===== src/rtl/ahb_uvc_pkg.sv =====
// Shared AHB types: transfer/burst encodings, arbiter states and a
// burst-length lookup used by the arbiter.
package ahb_uvc_pkg;

   typedef enum logic [1:0] {
      IDLE   = 2'd0,
      BUSY   = 2'd1,
      NONSEQ = 2'd2,
      SEQ    = 2'd3
   } htrans_e;

   typedef enum logic [2:0] {
      SINGLE = 3'd0,
      INCR   = 3'd1,
      WRAP4  = 3'd2,
      INCR4  = 3'd3,
      WRAP8  = 3'd4,
      INCR8  = 3'd5,
      WRAP16 = 3'd6,
      INCR16 = 3'd7
   } hburst_e;

   typedef enum logic [1:0] {
      ST_ARB    = 2'd0,
      ST_BURST  = 2'd1,
      ST_LOCKED = 2'd2
   } arb_st_e;

   // Beats in a burst; 0 marks an unbounded INCR.
   function automatic logic [4:0] burst_len(hburst_e b);
      logic [4:0] n;
      n = 5'd1;
      unique case (b)
         SINGLE:         n = 5'd1;
         INCR:           n = 5'd0;
         WRAP4, INCR4:   n = 5'd4;
         WRAP8, INCR8:   n = 5'd8;
         WRAP16, INCR16: n = 5'd16;
         default:        n = 5'd1;
      endcase
      return n;
   endfunction

endpackage


===== src/rtl/ahb_arbiter_if.sv =====
// Arbitration bundle between AHB masters and the arbiter.
// master: drives requests/transfer info; slave: returns grant/owner.
interface ahb_arbiter_if
   import ahb_uvc_pkg::*;
#(
   parameter int NUM_MST  = 4,
   parameter int MST_ID_W = 2
);

   logic [NUM_MST-1:0]  hbusreq;
   logic [NUM_MST-1:0]  hlock;
   htrans_e             htrans;
   hburst_e             hburst;
   logic                hready;
   logic [NUM_MST-1:0]  hgrant;
   logic [MST_ID_W-1:0] hmaster;
   logic                hmastlock;

   modport master (
      output hbusreq, hlock, htrans, hburst, hready,
      input  hgrant, hmaster, hmastlock
   );

   modport slave (
      input  hbusreq, hlock, htrans, hburst, hready,
      output hgrant, hmaster, hmastlock
   );

endinterface


===== src/rtl/ahb_rr_picker.sv =====
// Combinational round-robin picker: first requester after ptr.
// Ports: req, ptr in; gnt (one-hot), vld out.
module ahb_rr_picker #(
   parameter int N = 4,
   parameter int W = 2
) (
   input  logic [N-1:0] req,
   input  logic [W-1:0] ptr,
   output logic [N-1:0] gnt,
   output logic         vld
);

   logic [W-1:0] j;

   // Offsets 1..N so ptr itself is searched last.
   always_comb begin
      gnt = '0;
      vld = 1'b0;
      j   = '0;
      for (int i = 1; i <= N; i++) begin
         j = W'((int'(ptr) + i) % N);
         if (!vld && req[j]) begin
            gnt[j] = 1'b1;
            vld    = 1'b1;
         end
      end
   end

endmodule


===== src/rtl/ahb_arbiter.sv =====
// AHB bus arbiter: round-robin with burst hold and locked transfers.
// Ports: hclk, hresetn; bus (slave modport) carries req/grant signals.
module ahb_arbiter
   import ahb_uvc_pkg::*;
#(
   parameter int NUM_MST     = 4,
   parameter int MST_ID_W    = 2,
   parameter int DEFAULT_MST = 0
) (
   input  logic          hclk,
   input  logic          hresetn,
   ahb_arbiter_if.slave  bus
);

   localparam logic [NUM_MST-1:0] DEF_GNT =
      NUM_MST'(1) << DEFAULT_MST;
   localparam logic [MST_ID_W-1:0] DEF_IDX =
      MST_ID_W'(DEFAULT_MST);

   arb_st_e             st_q, st_d;
   logic [3:0]          cnt_q, cnt_d;
   logic [MST_ID_W-1:0] ptr_q, ptr_d;
   logic [NUM_MST-1:0]  gnt_q, gnt_d;
   logic [MST_ID_W-1:0] mst_q;
   logic                mlk_q;

   logic [MST_ID_W-1:0] gidx;
   logic [MST_ID_W-1:0] rr_idx;
   logic [NUM_MST-1:0]  rr_gnt;
   logic                rr_vld;
   logic [4:0]          blen;
   logic                fixed;
   logic                arb_pt;

   ahb_rr_picker #(
      .N (NUM_MST),
      .W (MST_ID_W)
   ) u_rr (
      .req (bus.hbusreq),
      .ptr (ptr_q),
      .gnt (rr_gnt),
      .vld (rr_vld)
   );

   always_comb begin
      gidx   = '0;
      rr_idx = '0;
      for (int i = 0; i < NUM_MST; i++) begin
         if (gnt_q[i])  gidx   = MST_ID_W'(i);
         if (rr_gnt[i]) rr_idx = MST_ID_W'(i);
      end
   end

   assign blen  = burst_len(bus.hburst);
   assign fixed = (blen > 5'd1);

   // Owner for lock decisions is the currently granted master.
   always_comb begin
      st_d   = st_q;
      cnt_d  = cnt_q;
      ptr_d  = ptr_q;
      gnt_d  = gnt_q;
      arb_pt = 1'b0;
      if (bus.hready) begin
         unique case (st_q)
            ST_ARB: begin
               if (bus.htrans == NONSEQ && fixed) begin
                  st_d  = ST_BURST;
                  cnt_d = 4'(blen - 5'd1);
               end else if (bus.htrans != BUSY) begin
                  arb_pt = 1'b1;
               end
            end
            ST_BURST: begin
               unique case (bus.htrans)
                  SEQ: begin
                     cnt_d = cnt_q - 4'd1;
                     if (cnt_q == 4'd1) begin
                        st_d   = ST_ARB;
                        arb_pt = 1'b1;
                     end
                  end
                  IDLE: begin
                     st_d   = ST_ARB;
                     arb_pt = 1'b1;
                  end
                  NONSEQ: st_d = ST_ARB;
                  default: ;
               endcase
            end
            ST_LOCKED: arb_pt = (bus.htrans != BUSY);
            default:   st_d = ST_ARB;
         endcase
         if (arb_pt) begin
            if (bus.hlock[gidx] && bus.hbusreq[gidx]) begin
               st_d = ST_LOCKED;
            end else begin
               st_d  = ST_ARB;
               gnt_d = rr_vld ? rr_gnt : DEF_GNT;
               ptr_d = rr_vld ? rr_idx : DEF_IDX;
            end
         end
      end
   end

   always_ff @(posedge hclk or negedge hresetn) begin
      if (!hresetn) begin
         st_q  <= ST_ARB;
         cnt_q <= '0;
         ptr_q <= DEF_IDX;
         gnt_q <= DEF_GNT;
         mst_q <= DEF_IDX;
         mlk_q <= 1'b0;
      end else begin
         st_q  <= st_d;
         cnt_q <= cnt_d;
         ptr_q <= ptr_d;
         gnt_q <= gnt_d;
         if (bus.hready) begin
            mst_q <= gidx;
            mlk_q <= bus.hlock[gidx];
         end
      end
   end

   assign bus.hgrant    = gnt_q;
   assign bus.hmaster   = mst_q;
   assign bus.hmastlock = mlk_q;

endmodule


===== src/flat_wrapper.sv =====
// flat-port wrapper written by rule: the top's interface ports become plain ports
module ahb_arbiter_flat import ahb_uvc_pkg::*;
#(
   parameter int NUM_MST     = 4,
   parameter int MST_ID_W    = 2,
   parameter int DEFAULT_MST = 0
)
  (hclk, hresetn, bus_hbusreq, bus_hlock, bus_htrans, bus_hburst, bus_hready, bus_hgrant, bus_hmaster, bus_hmastlock);
  ahb_arbiter_if #(.NUM_MST(NUM_MST), .MST_ID_W(MST_ID_W)) bus_i ();
  input  logic hclk;
  input  logic hresetn;
  input wire logic [$bits(bus_i.hbusreq)-1:0] bus_hbusreq;
  input wire logic [$bits(bus_i.hlock)-1:0] bus_hlock;
  input wire logic [$bits(bus_i.htrans)-1:0] bus_htrans;
  input wire logic [$bits(bus_i.hburst)-1:0] bus_hburst;
  input wire logic [$bits(bus_i.hready)-1:0] bus_hready;
  output wire logic [$bits(bus_i.hgrant)-1:0] bus_hgrant;
  output wire logic [$bits(bus_i.hmaster)-1:0] bus_hmaster;
  output wire logic [$bits(bus_i.hmastlock)-1:0] bus_hmastlock;
  assign bus_i.hbusreq = bus_hbusreq;
  assign bus_i.hlock = bus_hlock;
  assign bus_i.htrans = bus_htrans;
  assign bus_i.hburst = bus_hburst;
  assign bus_i.hready = bus_hready;
  assign bus_hgrant = bus_i.hgrant;
  assign bus_hmaster = bus_i.hmaster;
  assign bus_hmastlock = bus_i.hmastlock;
  ahb_arbiter #(.NUM_MST(NUM_MST), .MST_ID_W(MST_ID_W), .DEFAULT_MST(DEFAULT_MST)) u_core (.hclk(hclk), .hresetn(hresetn), .bus(bus_i));
endmodule

===== config.mk =====
export PLATFORM = sky130hd
export DESIGN_NAME = ahb_arbiter_flat
export DESIGN_NICKNAME = d
export VERILOG_FILES = /design/src/rtl/ahb_uvc_pkg.sv /design/src/rtl/ahb_arbiter_if.sv /design/src/rtl/ahb_rr_picker.sv /design/src/rtl/ahb_arbiter.sv /design/src/flat_wrapper.sv
export SDC_FILE = /design/constraint.sdc
export NUM_CORES = 1
export LEC_CHECK = 0
export CAP_MARGIN = 20
export CELL_PAD_IN_SITES_DETAIL_PLACEMENT = 1
export CELL_PAD_IN_SITES_GLOBAL_PLACEMENT = 2
export CORE_UTILIZATION = 32
export CTS_CLUSTER_SIZE = 28
export DETAILED_ROUTE_END_ITERATION = 8
export GPL_ROUTABILITY_DRIVEN = 0
export PLACE_DENSITY_LB_ADDON = 0.1
export SYNTH_ARGS = -nofsm -noshare
export SYNTH_HDL_FRONTEND = slang
export SYNTH_SLANG_ARGS = --single-unit

===== constraint.sdc =====
create_clock -name hclk -period 3.15 [get_ports hclk]
set_clock_uncertainty 0.1 [all_clocks]
set_input_delay 0.63 -clock hclk [delete_from_list [all_inputs] [get_ports hclk]]
set_output_delay 0.63 -clock hclk [all_outputs]
set_load 0.01 [all_outputs]

# [Word-level counts from Yosys, hierarchy flattened]
# Memories as Yosys holds them, arrays and structs flattened.
# Cells that the tools add are included.
[op_classes] n_addsub=6 multipliers=0 n_div=0 magnitude_cmp=10 n_eq_ne=12 shifts=0 muxes=51 bitwise_logic=4 n_reduce_logical=19
[ops] op="$mux W4" count=7
[ops] op="$mux W1" count=20
[ops] op="$mux W2" count=9
[ops] op="$lt A2 B3 Y1 const B" count=5
[ops] op="$bmux W1 S2" count=6
[ops] op="$or A4 B4 Y4" count=3
[ops] op="$logic_and A1 B1 Y1" count=9
[ops] op="$demux W1 S2" count=4
[ops] op="$ge A2 B1 Y1 const B" count=4
[ops] op="$ne A2 B1 Y1 const B" count=4
[ops] op="$ne A4 B2 Y1 const B" count=2
[ops] op="$pmux W4 S2" count=1
[ops] op="$sub A4 B1 Y4 const B" count=2
[ops] op="$eq A2 B2 Y1 const B" count=3
[ops] op="$pmux W2 S3" count=1
[ops] op="$gt A5 B1 Y1 const B" count=1
[ops] op="$reduce_and A5 Y1" count=1
[ops] op="$add A2 B1 Y2 const B" count=2
[ops] op="$add A2 B2 Y2 const B" count=2
[ops] op="$eq A4 B1 Y1 const B" count=1
[ops] op="$logic_not A2 Y1" count=2
[ops] op="$pmux W2 S2" count=1
[ops] op="$reduce_and A4 Y1" count=1
[ops] op="$logic_not A1 Y1" count=3
[ops] op="other kinds (8)" count=8
[word_totals] register_bits=15 latchBits=0 ramBits=0 rom_bits=32 inputBits=16 out_inout_bits=7 word_cells=109 n_memories=1
[memory_table] name="(no name shown)" depth=8 width=4 read_ports=1 rd_ports_with_merged_regs=0 write_ports=0 line="ahb_uvc_pkg.sv:33" text="unique case (b)"

# [Logic depth before layout (Yosys ltp)]
[depth] ltp_word=17 depth_mapped=8 depth_no_buf=7

# [By module]
# Synthesis repeated with hierarchy kept, for this count alone.
[unflattened] cells_unflattened=155 hier_area_um2=1430.1
[by_module_without_submodules] module="ahb_arbiter" instances=1 cells_per_inst=107 area_per_inst_um2=1014.7 seq_area_each_um2=376.6
[by_module_without_submodules] module="ahb_rr_picker" instances=1 cells_per_inst=48 area_per_inst_um2=415.4 seq_area_each_um2=0.0

# [Worst setup path after synthesis]
# OpenSTA, ideal clock, no wires.
[synth_path] path_kind="register to register" start="reg u_core.ptr_q[0]" end="reg u_core.ptr_q[0]" setup_ps=82 arrival_ps=2182 required_ps=2968 setup_slack_ps=786 path_stages_with_launch=9 path_buffers=1 period_less_slack_ps=2364 path_cell_list="dfrtp_1 buf_6 inv_1 ha_1 mux4_1 a21o_1 o32a_1 a211o_1 a31oi_1"
[synth_via] elab_chain_len=17 elab_cells_between_ends=53 cone_classes="add/sub (4); order compare (8); mux (28); bitwise (3); reduce/logical (10)"
[synth_lines] element="start: declaration" line="ahb_arbiter.sv:22" text="logic [MST_ID_W-1:0] ptr_q, ptr_d;"
[synth_lines] element="start signal: assignment" line="ahb_arbiter.sv:117" text="ptr_q <= ptr_d;"
[synth_lines] element="parallel branches: the longest is 16 deep, another holds $lt A2 B3 Y1"
[synth_lines] element="$mux W2 *" line="ahb_arbiter.sv:100" text="ptr_d = rr_vld ? rr_idx : DEF_IDX;"
# Every way passes the cells marked *. The select of a mux whose other input is x is not followed.
# A chain may end at the register's enable or synchronous reset.

# [Worst setup path in the final report]
[layout_path] start="in bus_hbusreq[3]" end="reg u_core.ptr_q[0]"
[layout_via] elab_chain_len=16 elab_cells_between_ends=34 cone_classes="mux (22); bitwise (4); reduce/logical (8)"
[layout_lines] element="start: declaration" line="flat_wrapper.sv:12" text="input wire logic [$bits(bus_i.hbusreq)-1:0] bus_hbusreq;"
[layout_lines] element="$bmux W1 S2" line="ahb_rr_picker.sv:22" text="if (!vld && req[j]) begin"
[layout_lines] element="$mux W1 (not written as such)" line="ahb_rr_picker.sv:22"
[layout_lines] element="$mux W1" line="ahb_rr_picker.sv:22"
[layout_lines] element="$logic_not A1 Y1" line="ahb_rr_picker.sv:22"
[layout_lines] element="$logic_and A1 B1 Y1" line="ahb_rr_picker.sv:22"
[layout_lines] element="$mux W1" line="ahb_rr_picker.sv:22"
[layout_lines] element="$logic_not A1 Y1" line="ahb_rr_picker.sv:22"
[layout_lines] element="$logic_and A1 B1 Y1" line="ahb_rr_picker.sv:22"
[layout_lines] element="$mux W1" line="ahb_rr_picker.sv:22"
[layout_lines] element="$logic_not A1 Y1" line="ahb_rr_picker.sv:22"
[layout_lines] element="$logic_and A1 B1 Y1" line="ahb_rr_picker.sv:22"
[layout_lines] element="$mux W4" line="ahb_rr_picker.sv:22"
[layout_lines] element="$mux W1" line="ahb_arbiter.sv:50" text="if (rr_gnt[i]) rr_idx = MST_ID_W'(i);"
[layout_lines] element="$mux W2 (2 in series)" line="ahb_arbiter.sv:50"
[layout_lines] element="$mux W2" line="ahb_arbiter.sv:100"
# Parallel ways exist; a longest one is shown, timed or not. The select of a mux whose other input is x is not followed.

==> key figures <==
GRT
  – First-pass GRT wire length: 5395 µm
  – Vias in the first global route: 1,148
  – Congestion Overflow GR: 0
  – Initial antenna violation count: 0
  – Total GRT Usage: 16.02%
  – Largest net degree at the start of global routing: 16

Power
  – Net Switching: 0.5829 mW
  – Worst ir drop on vdd: 0.0003027 V
  – P_leak: 0.6947 nW
  – Gate power share: 59.0%
  – Power Density: 841.3 nW/µm²
  – Net Sw Frac: 42.50%
  – Clock power share: 11.3%
  – Pwr Total: 1.372 mW
  – Cell-internal power: 0.7887 mW
  – Register share of total power: 29.7%

Finish
  – Inserted Diodes: 0
  – Core Util, Final: 40.76%
  – Fillers: 472
  – Proportion of layout cells with a drive suffix above 1: 7.143%
  – Layout area overhead: 22.69%
  – Total Nets Final: 200
  – Non-Filler Instances: 218
  – Cell area after layout: 1630 µm²

Synthesis
  – Ys flop type: dfrtp_1
  – Ys async rst share: 100.0%
  – Sequential share of the synthesized area: 28.34%
  – Cells after Synth: 146
  – Unique cell type count in the Yosys netlist: 42
  – Seq cells post-synth: 15
  – Synth warn: 0
  – Synth Area per Inst: 9.101 µm²
  – Post-Syn Area: 1329 µm²
  – Yosys top cell area share: 26.37%
  – Syn nets: 177
  – Synth top area cells: dfrtp_1, ha_1, mux4_1, inv_1, a21oi_1
  – Number of synthesized flops with an enable pin: 0
  – Synth area leader: dfrtp_1

Timing
  – Worst Setup Slack, final: 0.4553 ns
  – Fin. max-slew vios: 0
  – Fmax achieved: 371.1 MHz
  – Final worst path period need: 2.695 ns
  – Slew HR: 55.27%
  – Setup violators final: 0
  – Final Hold Violating Endpoints: 0
  – Hold slack: 0.4042 ns
  – Tightest Pin Transition: 0.6689 ns
  – Tcrit/Tclk final: 85.55%
  – Total negative slack for setup checks: 0 ns
  – Unrepaired setup endpoints after global routing: false

Worst setup path
  – CP Capture Type: register
  – Crit Path Category: in2reg
  – Buf/Inv on CP: 1
  – CP peak stage delay: 0.62 ns
  – CP Launch Type: input port
  – Crit-path max FO: 6
  – Slowest cell on the critical path: mux4_1
  – Critical Path, Cell by Cell: clkdlybuf4s50_1, mux4_1, a21o_1, o32a_1, a211o_1, a31oi_1
  – Critical path required time: 3.22 ns
  – Critical path arrival: 2.77 ns
  – Crit-path leading delay family: compound AO/OA/AOI/OAI gates

Placement
  – I/O Buffers: 22
  – Placed Instance Area: 1585 µm²
  – Worst slack at placement: 0.1978 ns
  – Placed cells: 214
  – DP HPWL: 2561 µm

Clock tree
  – Hold_buf cts: 0
  – Clock Path Buffers: 2
  – H-tree depth: 1
  – Setup bufs post-CTS: 0
  – Clk sinks: 15
  – Post-CTS sizing: 0
  – TritonCTS buffer count: 3
  – Skew-Pair Late Insertion Delay: 0.25 ns
  – CTS clk-pin slew, worst paths: 0.06 ns
  – CTS tree: yes
  – Clock root cell: clkbuf_8

Floorplan
  – Die Width: 66.44 µm
  – Die Y: 66.44 µm
  – Die footprint: 4414 µm²
  – FP Rows: 23
  – Initial Util: 33.22%
  – Top Ports: 23
  – Core region area: 4000 µm²

Route
  – Routed vias: 1,146
  – Vias/cell: 5.257
  – Routed Antenna Nets: 0
  – Drc violations: 0
  – TritonRoute pass-1 iters: 4
  – DR iter-0 viols: 30
  – Avg WL per Cell: 14.87 µm
  – Routed wire length: 3242 µm

Outcome
  – Status: complete, no violations

Run
  – MaxCap Viol Count: 0

Min path
  – Hold Crit Class: reg2reg
-- layout by cell type (no fill, tap or decap), drive strengths merged, types with 2 or more instances in the layout --
cell            n
dfrtp          14
a31oi           6
mux2            3
o22a            2
o21ai           6
a21o            2
a211oi          2
o22ai           2
nand2b          3
ha             15
a21oi          12
inv            17
mux2i           3
mux4            4
nand2           9
nor2            8
nor2b           4
nor3            2
buf             2
nor3b           3
o211ai          2
clkbuf          4
or3             2
clkdlybuf4s50  22
nand3           3
-- cell usage after synthesis (all sizes together) (3+ instances only) --
master,instances
a21oi,12
a31oi,6
buf,5
dfrtp,14
ha,15
inv,17
mux2,3
mux2i,3
mux4,4
nand2,9
nand2b,3
nand3,3
nor2,8
nor2b,4
nor3b,3
o21ai,6
-- sequential cells by signal (all words and copies together), names as in the netlist --
signal and count:
u_core.bus.hgrant 4, u_core.bus.hmaster 2, u_core.bus.hmastlock 1, u_core.cnt_q 4, u_core.ptr_q 2, u_core.st_q 2
-- layer usage --
layer  wire length [µm]  global-route usage, %  vias up
met5                  0                      0        -
met4                  0                  2.394        0
met3                102                  3.103        0
met2               1544                  27.04       24
met1               1595                  21.44      548
li1                   -                      -      574
-- power groups by stage --
stage	sequential [mW]	combinational (mW)	clock (mW)
finish	0.407	0.809	0.155
detailed placement	0.413	0.807	0
CTS	0.412	0.816	0.165
global placement	0.411	0.797	0
global route	0.428	0.897	0.170
floorplan	0.387	0.590	0
-- final cells by class --
type	count	area [µm²]	share of cell area (%)
Clock buffer	4	45.04	2.763
Multi-Input combinational cell	108	847.1	51.96
Timing Repair Buffer	24	235.2	14.43
Inverter	17	63.81	3.914
Sequential cell	15	376.6	23.10
Tap cell	50	62.56	3.837
-- kinds of logic (layout without fill, tap and decap cells) --
family,count (synthesis),count (layout),share of synthesized area (%)
compound gates,41,41,20.06
xor+xnor,1,1,0.6593
fa+ha+maj,15,15,14.12
buf+inv,23,45,7.909
flops,15,15,28.34
mux,10,10,12.43
simple gates,41,41,16.48
-- path summary, 6_finish.rpt --
check	start	end	slack, ns	cells past startpoint
min in group asynchronous	hresetn	u_core.cnt_q[0]	0.69	1
worst min-delay path	u_core.cnt_q[1]	u_core.cnt_q[1]	0.40	1
worst max-delay path	bus_hbusreq[3]	u_core.ptr_q[0]	0.46	6
max in group asynchronous	hresetn	u_core.cnt_q[2]	1.83	1
worst max register to register	u_core.ptr_q[0]	u_core.ptr_q[0]	0.46	7
worst min register to register	u_core.cnt_q[1]	u_core.cnt_q[1]	0.40	1
-- worst reg2reg max path: stages, from the launching register on --
cell	delay, ns
dfrtp_1	0.60
inv_1	0.18
ha_1	0.34
mux4_1	0.37
a21o_1	0.19
o32a_1	0.39
a211o_1	0.28
a31oi_1	0.16
Note: power is estimated with default switching activity, not from simulation.
